**src/rtl/mac_pkg.sv**
```systemverilog
// Shared constants for the MAC datapath and the dot-product sequencer state encoding.
package mac_pkg;

    localparam int OP_W  = 8;
    localparam int ACC_W = 16;

    localparam logic [1:0] IDLE  = 2'd0;
    localparam logic [1:0] FETCH = 2'd1;
    localparam logic [1:0] WAIT  = 2'd2;
    localparam logic [1:0] DONE  = 2'd3;

    typedef enum logic [1:0] {
        ST_IDLE  = IDLE,
        ST_FETCH = FETCH,
        ST_WAIT  = WAIT,
        ST_DONE  = DONE
    } state_t;

endpackage

```
**src/rtl/mac_dot_seq.sv**
```systemverilog
// Dot-product sequencer: streams N operand pairs through an external mac_unit,
// feeding the running accumulator back as c, and returns acc over valid/ready.
module mac_dot_seq
    import mac_pkg::*;
#(
    parameter int LEN_W   = 8,
    parameter int MAC_LAT = 1
) (
    input  logic              clk,
    input  logic              reset,
    input  logic              start,
    input  logic [LEN_W-1:0]  len,
    input  logic [ACC_W-1:0]  bias,
    output logic              busy,
    input  logic              in_valid,
    output logic              in_ready,
    input  logic [OP_W-1:0]   in_a,
    input  logic [OP_W-1:0]   in_b,
    output logic [OP_W-1:0]   mac_a,
    output logic [OP_W-1:0]   mac_b,
    output logic [ACC_W-1:0]  mac_c,
    input  logic [ACC_W-1:0]  mac_y,
    output logic              out_valid,
    input  logic              out_ready,
    output logic [ACC_W-1:0]  out_result
);

    localparam int TMR_W = (MAC_LAT < 1) ? 1 : $clog2(MAC_LAT + 1);

    state_t             state_q;
    logic [ACC_W-1:0]   acc_q;
    logic [LEN_W-1:0]   remaining_q;
    logic [TMR_W-1:0]   timer_q;
    logic [OP_W-1:0]    mac_a_q;
    logic [OP_W-1:0]    mac_b_q;
    logic [ACC_W-1:0]   mac_c_q;
    logic [ACC_W-1:0]   result_q;
    logic               busy_q;
    logic               in_ready_q;
    logic               out_valid_q;

    // Status outputs are registered alongside the state so they change on the
    // same edge as the state they describe.
    always_ff @(posedge clk) begin
        if (reset) begin
            state_q     <= ST_IDLE;
            acc_q       <= '0;
            remaining_q <= '0;
            timer_q     <= '0;
            mac_a_q     <= '0;
            mac_b_q     <= '0;
            mac_c_q     <= '0;
            result_q    <= '0;
            busy_q      <= 1'b0;
            in_ready_q  <= 1'b0;
            out_valid_q <= 1'b0;
        end else begin
            case (state_q)
                ST_IDLE: begin
                    if (start) begin
                        remaining_q <= len;
                        acc_q       <= bias;
                        busy_q      <= 1'b1;
                        if (len != '0) begin
                            state_q    <= ST_FETCH;
                            in_ready_q <= 1'b1;
                        end else begin
                            state_q     <= ST_DONE;
                            result_q    <= bias;
                            out_valid_q <= 1'b1;
                        end
                    end
                end
                ST_FETCH: begin
                    if (in_valid && in_ready_q) begin
                        mac_a_q     <= in_a;
                        mac_b_q     <= in_b;
                        mac_c_q     <= acc_q;
                        remaining_q <= remaining_q - LEN_W'(1);
                        timer_q     <= TMR_W'(MAC_LAT);
                        in_ready_q  <= 1'b0;
                        state_q     <= ST_WAIT;
                    end
                end
                ST_WAIT: begin
                    // Timer reaches zero exactly when mac_y reflects the issued operands.
                    if (timer_q == '0) begin
                        acc_q <= mac_y;
                        if (remaining_q != '0) begin
                            state_q    <= ST_FETCH;
                            in_ready_q <= 1'b1;
                        end else begin
                            state_q     <= ST_DONE;
                            result_q    <= mac_y;
                            out_valid_q <= 1'b1;
                        end
                    end else begin
                        timer_q <= timer_q - TMR_W'(1);
                    end
                end
                ST_DONE: begin
                    if (out_valid_q && out_ready) begin
                        state_q     <= ST_IDLE;
                        out_valid_q <= 1'b0;
                        busy_q      <= 1'b0;
                    end
                end
                default: begin
                    state_q     <= ST_IDLE;
                    busy_q      <= 1'b0;
                    in_ready_q  <= 1'b0;
                    out_valid_q <= 1'b0;
                end
            endcase
        end
    end

    assign busy       = busy_q;
    assign in_ready   = in_ready_q;
    assign out_valid  = out_valid_q;
    assign out_result = result_q;
    assign mac_a      = mac_a_q;
    assign mac_b      = mac_b_q;
    assign mac_c      = mac_c_q;

endmodule

```
**config.mk**
```make
export PLATFORM = sky130hd
export DESIGN_NAME = mac_dot_seq
export DESIGN_NICKNAME = d
export VERILOG_FILES = /design/src/rtl/mac_pkg.sv /design/src/rtl/mac_dot_seq.sv
export SDC_FILE = /design/constraint.sdc
export NUM_CORES = 1
export LEC_CHECK = 0
export CORE_ASPECT_RATIO = 2
export CORE_UTILIZATION = 41
export CTS_CLUSTER_DIAMETER = 100
export DETAILED_ROUTE_END_ITERATION = 6
export PLACE_DENSITY = 0.76
export SLEW_MARGIN = 15
export SYNTH_ARGS = -nofsm -noshare
export SYNTH_HDL_FRONTEND = slang
export SYNTH_SLANG_ARGS = --single-unit
```
**constraint.sdc**
```tcl
create_clock -name clk -period 2.2 [get_ports clk]
set_clock_uncertainty 0.15 [all_clocks]
set_input_delay 0.33 -clock clk [delete_from_list [all_inputs] [get_ports clk]]
set_output_delay 0.33 -clock clk [all_outputs]
set_load 0.01 [all_outputs]
```
Yosys cells after proc, flatten, opt, wreduce, memory -nomap -nowiden
Cells that the tools add are included.

Register bits after elaboration: 78. Input port bits: 61. Output and inout bits: 51. Logic and storage cells: 79.

Reductions and logical operators: 20. Eq/ne operators: 11. Muxes and demuxes: 35. Add/sub/neg operators: 2.

Operator list (count): two-way mux 16 bit (6); case mux 16 bit (2 select lines) (2); two-way mux 8 bit (2); != test 2 bit (second input constant) (8); case mux 8 bit (2 select lines) (1); nonzero test 8 bit (2); two-way mux 1 bit (13); two-way mux 2 bit (6); AND reduction 6 bit (2); AND reduction 3 bit (3); case mux 2 bit (4 select lines) (1); nonzero test 2 bit (4); subtractor 8 x 1 -> 8 bit (second input constant) (1); case mux 1 bit (3 select lines) (2); nonzero test 3 bit (2); AND reduction 5 bit (1); equality test 2 bit (second input constant) (2); case mux 1 bit (2 select lines) (2); AND reduction 2 bit (2); AND reduction 4 bit (1); equality test 2 x 1 -> 1 bit (second input constant) (1); logical AND 1 bit (2); zero test 2 bit (1); subtractor 1 bit (second input constant) (1).

Longest topological paths before layout
Gate-level depths: netlist (run 1).

Word-level depth: 4. Gate-level depth with buffers: 9. Mapped depth without buffers: 6.

Least setup slack after synthesis (run 1)
OpenSTA, ideal clock, no wires.

Path type: register to register. Start: register state_q[0]. End: register acc_q[10]. Cell stages (with the launch flop): 9. Setup slack: 0.100 ns. Clock period less this slack: 2.100 ns. Setup time: 0.138 ns. Data arrival time: 1.812 ns. Data required time: 1.912 ns. Cell sequence: dfxtp_1 -> inv_1 -> ha_1 -> nor2b_1 -> clkbuf_8 -> nor3_1 -> buf_2 -> buf_1 -> a211oi_1.

Word-level cells in the longest chain between the ends: 3.

Ends and longest elaborated chain: start, declared (line mac_dot_seq.sv:30) `state_t state_q;`; start signal, assigned (line mac_dot_seq.sv:46) `state_q <= ST_IDLE;`; start signal, assigned (line mac_dot_seq.sv:65) `state_q <= ST_FETCH;`; start signal, assigned (line mac_dot_seq.sv:68) `state_q <= ST_DONE;`; equality test 2 bit or zero test 2 bit (tied branches) (line mac_dot_seq.sv:58) `case (state_q)`; != test 2 bit (no line) or nonzero test 2 bit (tied branches); AND reduction 3 bit (no line); end signal, assigned (line mac_dot_seq.sv:62) `acc_q <= bias;`; end signal, assigned (line mac_dot_seq.sv:88) `acc_q <= mac_y;`; end, declared (line mac_dot_seq.sv:31) `logic [ACC_W-1:0] acc_q;`.

Parallel ways exist; a longest one is shown, timed or not. A chain may end at the register's enable or synchronous reset.

Worst setup path after layout (run 1)
Start: register remaining_q[0]. End: register state_q[1].

Word-level cells in the longest chain between the ends: 4.

Ends and longest elaborated chain: start, declared (line mac_dot_seq.sv:32) `logic [LEN_W-1:0] remaining_q;`; start signal, assigned (line mac_dot_seq.sv:61) `remaining_q <= len;`; start signal, assigned (line mac_dot_seq.sv:79) `remaining_q <= remaining_q - LEN_W'(1);`; nonzero test 8 bit (line mac_dot_seq.sv:89) `if (remaining_q != '0) begin`; two-way mux 2 bit (line mac_dot_seq.sv:89); two-way mux 2 bit (line mac_dot_seq.sv:87) `if (timer_q == '0) begin`; case mux 2 bit (4 select lines) (line mac_dot_seq.sv:58); end signal, assigned (line mac_dot_seq.sv:65); end signal, assigned (line mac_dot_seq.sv:90) `state_q <= ST_FETCH;`; end signal, assigned (line mac_dot_seq.sv:93) `state_q <= ST_DONE;`.

No other way between the ends. The select of a mux whose other input is x is not followed.

==> results.txt, run 1 <==
io pins - 112
H-tree level count - 3
TritonCTS clock tree - yes
Filler Cells Inserted - 667
Skew-Pair Late Insertion Delay - 0.33 ns
Synth Flop Type - dfxtp_1
Area growth syn-to-layout - 48.6%
Post-synth EDFFs - 0
Final ANT Viol Nets - 0
Post-Syn Area - 0.00338 sq mm
CP max-delay cell - or3b_2
gr ovfl total - 0
Placed Area - 0.00463 sq mm
critical path class - flip-flop to flip-flop
Inserted Diodes - 0
Worst Setup SP - remaining_q[0]
CP Depth - 6
Max VDD drop - 0.879 mV
arrival time at the worst endpoint - 2.23 ns
fmax - 473 MHz
RSZ-0062 raised after global routing - no
Syn Area/Cell - 8.67 sq um
CP Data Required Time - 2.32 ns
Power per Cell Area - 1370 mW/mm^2
die height - 130 microns
Final Setup Violations - 0
slowest stage delay, CP - 0.49 ns
Setup crit end kind - flip-flop
Seq cells post-synth - 78
die width - 66.2 microns
initial antenna violation count - 0
Util after Layout - 63.3%
post-synth top area share - 46.2%
Initial DRT Pass Iterations - 4
post-synthesis sequential area ratio - 46.2%
total track usage - 21.3%
core area - 0.00794 sq mm
LEAKAGE - 1.77 nW
global-route wire length before repair - 14.2 mm
Initial Util - 42.6%
Slew HR - 71.2%
die area - 0.00864 sq mm
Residual DRC - 0
clock slew at reported path FFs - 0.06 ns
slew at the pin closest to its max-slew limit - 0.428 ns
largest net degree at the start of global routing - 49
cell area after layout - 0.00503 sq mm
reg2reg start - remaining_q[0]
Crit path max-delay family - simple AND/OR/NAND/NOR gates
syn_nets - 458
Area contributors post-synth - dfxtp_1, a211oi_1, nand2_1
synth unique cells - 45
Min-Delay Path Class - input port to flip-flop
Synth area leader - dfxtp_1
Post-CTS Setup Inserts - 0
Final Hold Violating Endpoints - 0
R2R cell count - 6
final WL - 8.90 mm
Port Buf Inserts - 111
status - completed
final setup TNS - 0 ns
Final min period - 2.12 ns
ys async rst share - 0%
hold buffers post-CTS - 0
Startpoint Class - flip-flop
vias post-DR - 3240
fin nets - 566
Min-Delay Path Depth - 2
MaxCap Viol Count - 0
Num CTS Buffers - 9
layout cell share with drive strength beyond 1 - 9.34%
routability cong. - 0.835
Min-Delay Startpoint - reset
crit-path max FO - 3
Routed WL per cell - 14.9 microns
Ys Warns - 0
Final HPWL DP - 6.30 mm
worst path cell trace - inv_1, ha_1, or3b_2, or3_4, a221o_1, a21oi_2
Final Cycle Share - 96.2%
DR iter-0 viols - 132
Via density - 5.41
cells after synthesis - 390
CP bufs+invs - 1
max-slew violations - 0
root buf cell - clkbuf_16
CTS Buffer Depth - 2
Clock Sinks - 78
Rows - 46
number of global-route vias before repair - 3151
cell type report:
cell class	instances	area [sq um]	area share [%]
Multi-Input combinational cell	274	1640	32.6
Sequential cell	78	1560	31.1
Timing Repair Buffer	128	1330	26.4
Clock buffer	10	239	4.75
Tap cell	96	120	2.39
Clock inverter	6	115	2.29
Inverter	7	26.3	0.523
stage by stage:
step                      setup WS (ns)  hold WS [ns]  std cells  total power, mW
after floorplan                   0.100         0.280        390             3.93
after global placement           0.0462         0.292        582             4.95
after detailed placement        -0.0469         0.294        582             5.03
after CTS                        0.0180         0.196        598             6.80
after global routing            0.00272         0.220        599             7.31
final                            0.0838         0.210        599             6.91
worst register-to-register path: stages (launching register included):
cell     delay (ns)
dfxtp_1        0.31
inv_1          0.10
ha_1           0.15
or3b_2         0.49
or3_4          0.37
a221o_1        0.35
a21oi_2        0.15
final timing paths:
path	to	slack, ns
worst max-delay path	state_q[1]	0.08
worst min-delay path	state_q[1]	0.21
worst max register to register	state_q[1]	0.08
worst min register to register	mac_c[11]	0.30
power by group:
part	internal, mW	total [mW]	switching (mW)	leakage (nW)
Sequential	1.83	2.09	0.265	0.638
Clock	1.15	1.73	0.586	0.170
Combinational	1.51	3.08	1.57	0.967
Total	4.48	6.91	2.42	1.77
what timing repair did:
action / in CTS / in global routing
pin swaps: 0 / 1
gates resized for setup: 1 / 3
gates cloned: 0 / 1
endpoints found under the setup margin: 5 / 17
hold endpoints to repair: 0 / 0
logic make-up after synthesis:
| logic type | after synthesis | share of synthesized area, % |
|---|---|---|
| AO/OA/AOI/OAI | 118 | 22.6 |
| AND/OR/NAND/NOR | 133 | 17.9 |
| adder cells (fa/ha/maj) | 7 | 2.59 |
| multiplexers | 16 | 4.74 |
| flip-flops | 78 | 46.2 |
| buffers and inverters | 38 | 6.07 |
flip-flops by register name, indices dropped and copies added, names as in the netlist:
| signal | count |
|---|---|
| acc_q | 16 |
| busy | 1 |
| in_ready | 1 |
| mac_a | 8 |
| mac_b | 8 |
| mac_c | 16 |
| out_result | 16 |
| out_valid | 1 |
| remaining_q | 8 |
| state_q | 2 |
| timer_q | 1 |
synth_stat cells (2+ instances only):
library cell	count
o31ai_1	2
o21ai_0	7
ha_1	7
nand3_1	4
nor2b_1	6
o22ai_1	2
buf_2	6
mux2i_1	16
clkbuf_1	17
inv_1	7
nor3_1	6
nor2_1	27
buf_4	2
and3_1	4
clkbuf_8	4
o32ai_1	2
a31oi_1	19
or3_1	2
dfxtp_1	78
nor4_1	4
a211oi_1	35
nand2_1	70
a21oi_1	41
placed cells by master (no fill, tap or decap), drive strengths merged, types with 4 or more instances in the layout:
master	instances
nand3	4
clkbuf	11
o21ai	8
dfxtp	78
a211oi	35
inv	9
nand2	70
nor2	27
nor4	4
buf	17
and3	4
clkdlybuf4s50	110
a31oi	19
nor2b	6
a21oi	42
ha	7
mux2i	16
nor3	7
metal layers:
layer	track usage [%]	vias up	part of all wire [%]
met4	12.8	0	2.7
met5	0	-	0
met3	3.73	17	4.8
met1	23.4	1502	38
met2	37.4	112	54
li1	-	1609	-
(Power assumes the default switching activity.)
==> run 2: changes to the inputs <==
Settings changed: SKIP_CTS_REPAIR_TIMING set to 1.
==> results.txt, run 2 (same netlist as run 1, synthesis figures left out) <==
status - completed
DR iter-0 viols - 130 (-1.5%)
fin nets - 568 (+0.35%)
CP Data Required Time - 2.32 ns (about the same)
gr ovfl total - 0 (unchanged)
Clock Sinks - 78 (unchanged)
Filler Cells Inserted - 660 (-1.0%)
Power per Cell Area - 1390 mW/mm^2 (+1.5%)
die width - 66.2 microns (unchanged)
most frequent cells in the layout - clkdlybuf4s50_1, dfxtp_1, nand2_1, a21oi_1, a211oi_1
Residual DRC - 0 (unchanged)
Inserted Diodes - 0 (unchanged)
vias post-DR - 3259 (+0.59%)
H-tree level count - 3 (unchanged)
DP Worst Slack - -0.0469 ns (unchanged)
Util after Layout - 63.9% (+0.57 points)
Final HPWL DP - 6.30 mm (unchanged)
Min-Delay Startpoint - reset
MaxCap Viol Count - 0 (unchanged)
slowest stage delay, CP - 0.46 ns (-0.03 ns)
Rows - 46 (unchanged)
Via density - 5.42 (+0.25%)
Initial DRT Pass Iterations - 4 (unchanged)
R2R cell count - 6 (unchanged)
final setup TNS - 0 ns (unchanged)
routability cong. - 0.835 (unchanged)
global-route wire length before repair - 14.2 mm (unchanged)
die height - 130 microns (unchanged)
total track usage - 21.3% (unchanged)
number of global-route vias before repair - 3156 (+0.16%)
crit-path max FO - 5 (+2)
layout cell share with drive strength beyond 1 - 9.70% (+0.36 points)
Skew-Pair Late Insertion Delay - 0.33 ns (about the same)
Area growth syn-to-layout - 50.0%
arrival time at the worst endpoint - 2.25 ns (+0.02 ns)
Final Setup Violations - 0 (unchanged)
Startpoint Class - flip-flop
Final min period - 2.13 ns (+0.0168 ns)
Initial Util - 42.6% (unchanged)
Slew HR - 69.7% (-1.5 points)
io pins - 112 (unchanged)
Reg-to-Reg End - state_q[1]
Reg2Reg Setup Slack - 0.07 ns (-0.02 ns)
reg2reg start - state_q[0]
clock slew at reported path FFs - 0.06 ns (about the same)
cell area after layout - 0.00507 sq mm (+0.90%)
Final Cycle Share - 97.0% (+0.76 points)
final worst slack - 0.0670 ns (-0.0168 ns)
root buf cell - clkbuf_16
Placed Area - 0.00463 sq mm (unchanged)
fmax - 469 MHz (-0.79%)
final WL - 9.11 mm (+2.3%)
Port Buf Inserts - 111 (unchanged)
Max VDD drop - 0.804 mV (-8.5%)
worst path cell trace - inv_1, ha_1, and2_2, a2111o_1, a221o_1, a21oi_2
slew at the pin closest to its max-slew limit - 0.450 ns (+0.0223 ns)
Min-Delay Path Depth - 2 (unchanged)
initial antenna violation count - 0 (unchanged)
Worst Hold End - state_q[1]
die area - 0.00864 sq mm (unchanged)
Final Hold Violating Endpoints - 0 (unchanged)
Setup crit end kind - flip-flop
max-slew violations - 0 (unchanged)
Routed WL per cell - 15.2 microns (+2.0%)
Fin Hold WS - 0.208 ns (-0.00206 ns)
Num CTS Buffers - 9 (unchanged)
largest net degree at the start of global routing - 49 (unchanged)
Min-Delay Path Class - input port to flip-flop
critical path class - flip-flop to flip-flop
TritonCTS clock tree - yes
Final ANT Viol Nets - 0 (unchanged)
CP max-delay cell - a2111o_1
most common cell after layout, fill and taps aside - clkdlybuf4s50_1
CTS Buffer Depth - 2 (unchanged)
LEAKAGE - 1.80 nW (+1.2%)
core area - 0.00794 sq mm (unchanged)
## run 2: cell count changes in the layout (fill, tap and decap cells not counted), sizes merged
cell    before  now
buf         17   18
clkbuf      11   12
## run 2: final cells by class
class                           instances  area (sq um)  area share [%]
Clock buffer                           10           239            4.71
Timing Repair Buffer                  130          1370            27.0
Clock inverter                          6           115            2.27
Tap cell                               96           120            2.37
Multi-Input combinational cell        274          1640            32.3
Inverter                                7          26.3           0.518
Sequential cell                        78          1560            30.8
## run 2: power breakdown
part | total (mW) | internal, mW | switching [mW]
Clock | 1.74 | 1.15 | 0.589
Sequential | 2.09 | 1.83 | 0.265
Combinational | 3.25 | 1.62 | 1.63
## run 2: worst max path at each step
stage,slack [ns],startpoint,endpoint,cells after the start
after floorplan,0.10,state_q[0],acc_q[10],8
after global placement,0.05,start,out_result[13],6
after detailed placement,-0.05,state_q[0],out_result[13],7
after CTS,-0.06,state_q[0],out_result[13],7
after global routing,-0.03,state_q[1],state_q[1],7
final,0.07,state_q[0],state_q[1],6
## run 2: per-layer routing
metal  global-route usage [%]  wire length, microns
met1                     23.4                  3560
met2                     37.6                  4930
met3                     3.73                   397
met4                     12.3                   228
met5                        0                     0
## run 2: through the flow
stage / total power, mW / instances
after floorplan: 3.93 / 390
after global placement: 4.95 / 582
after detailed placement: 5.03 / 582
after CTS: 6.79 / 598
after global routing: 7.47 / 601
final: 7.07 / 601
## run 2: critical path, delay by kind of cell, from the launching register on
family	cells	cell delay [ns]
buffers and inverters	1	0.11
AND/OR/NAND/NOR	1	0.26
flip-flops	1	0.38
AO/OA/AOI/OAI	3	0.91
adder cells (fa/ha/maj)	1	0.26
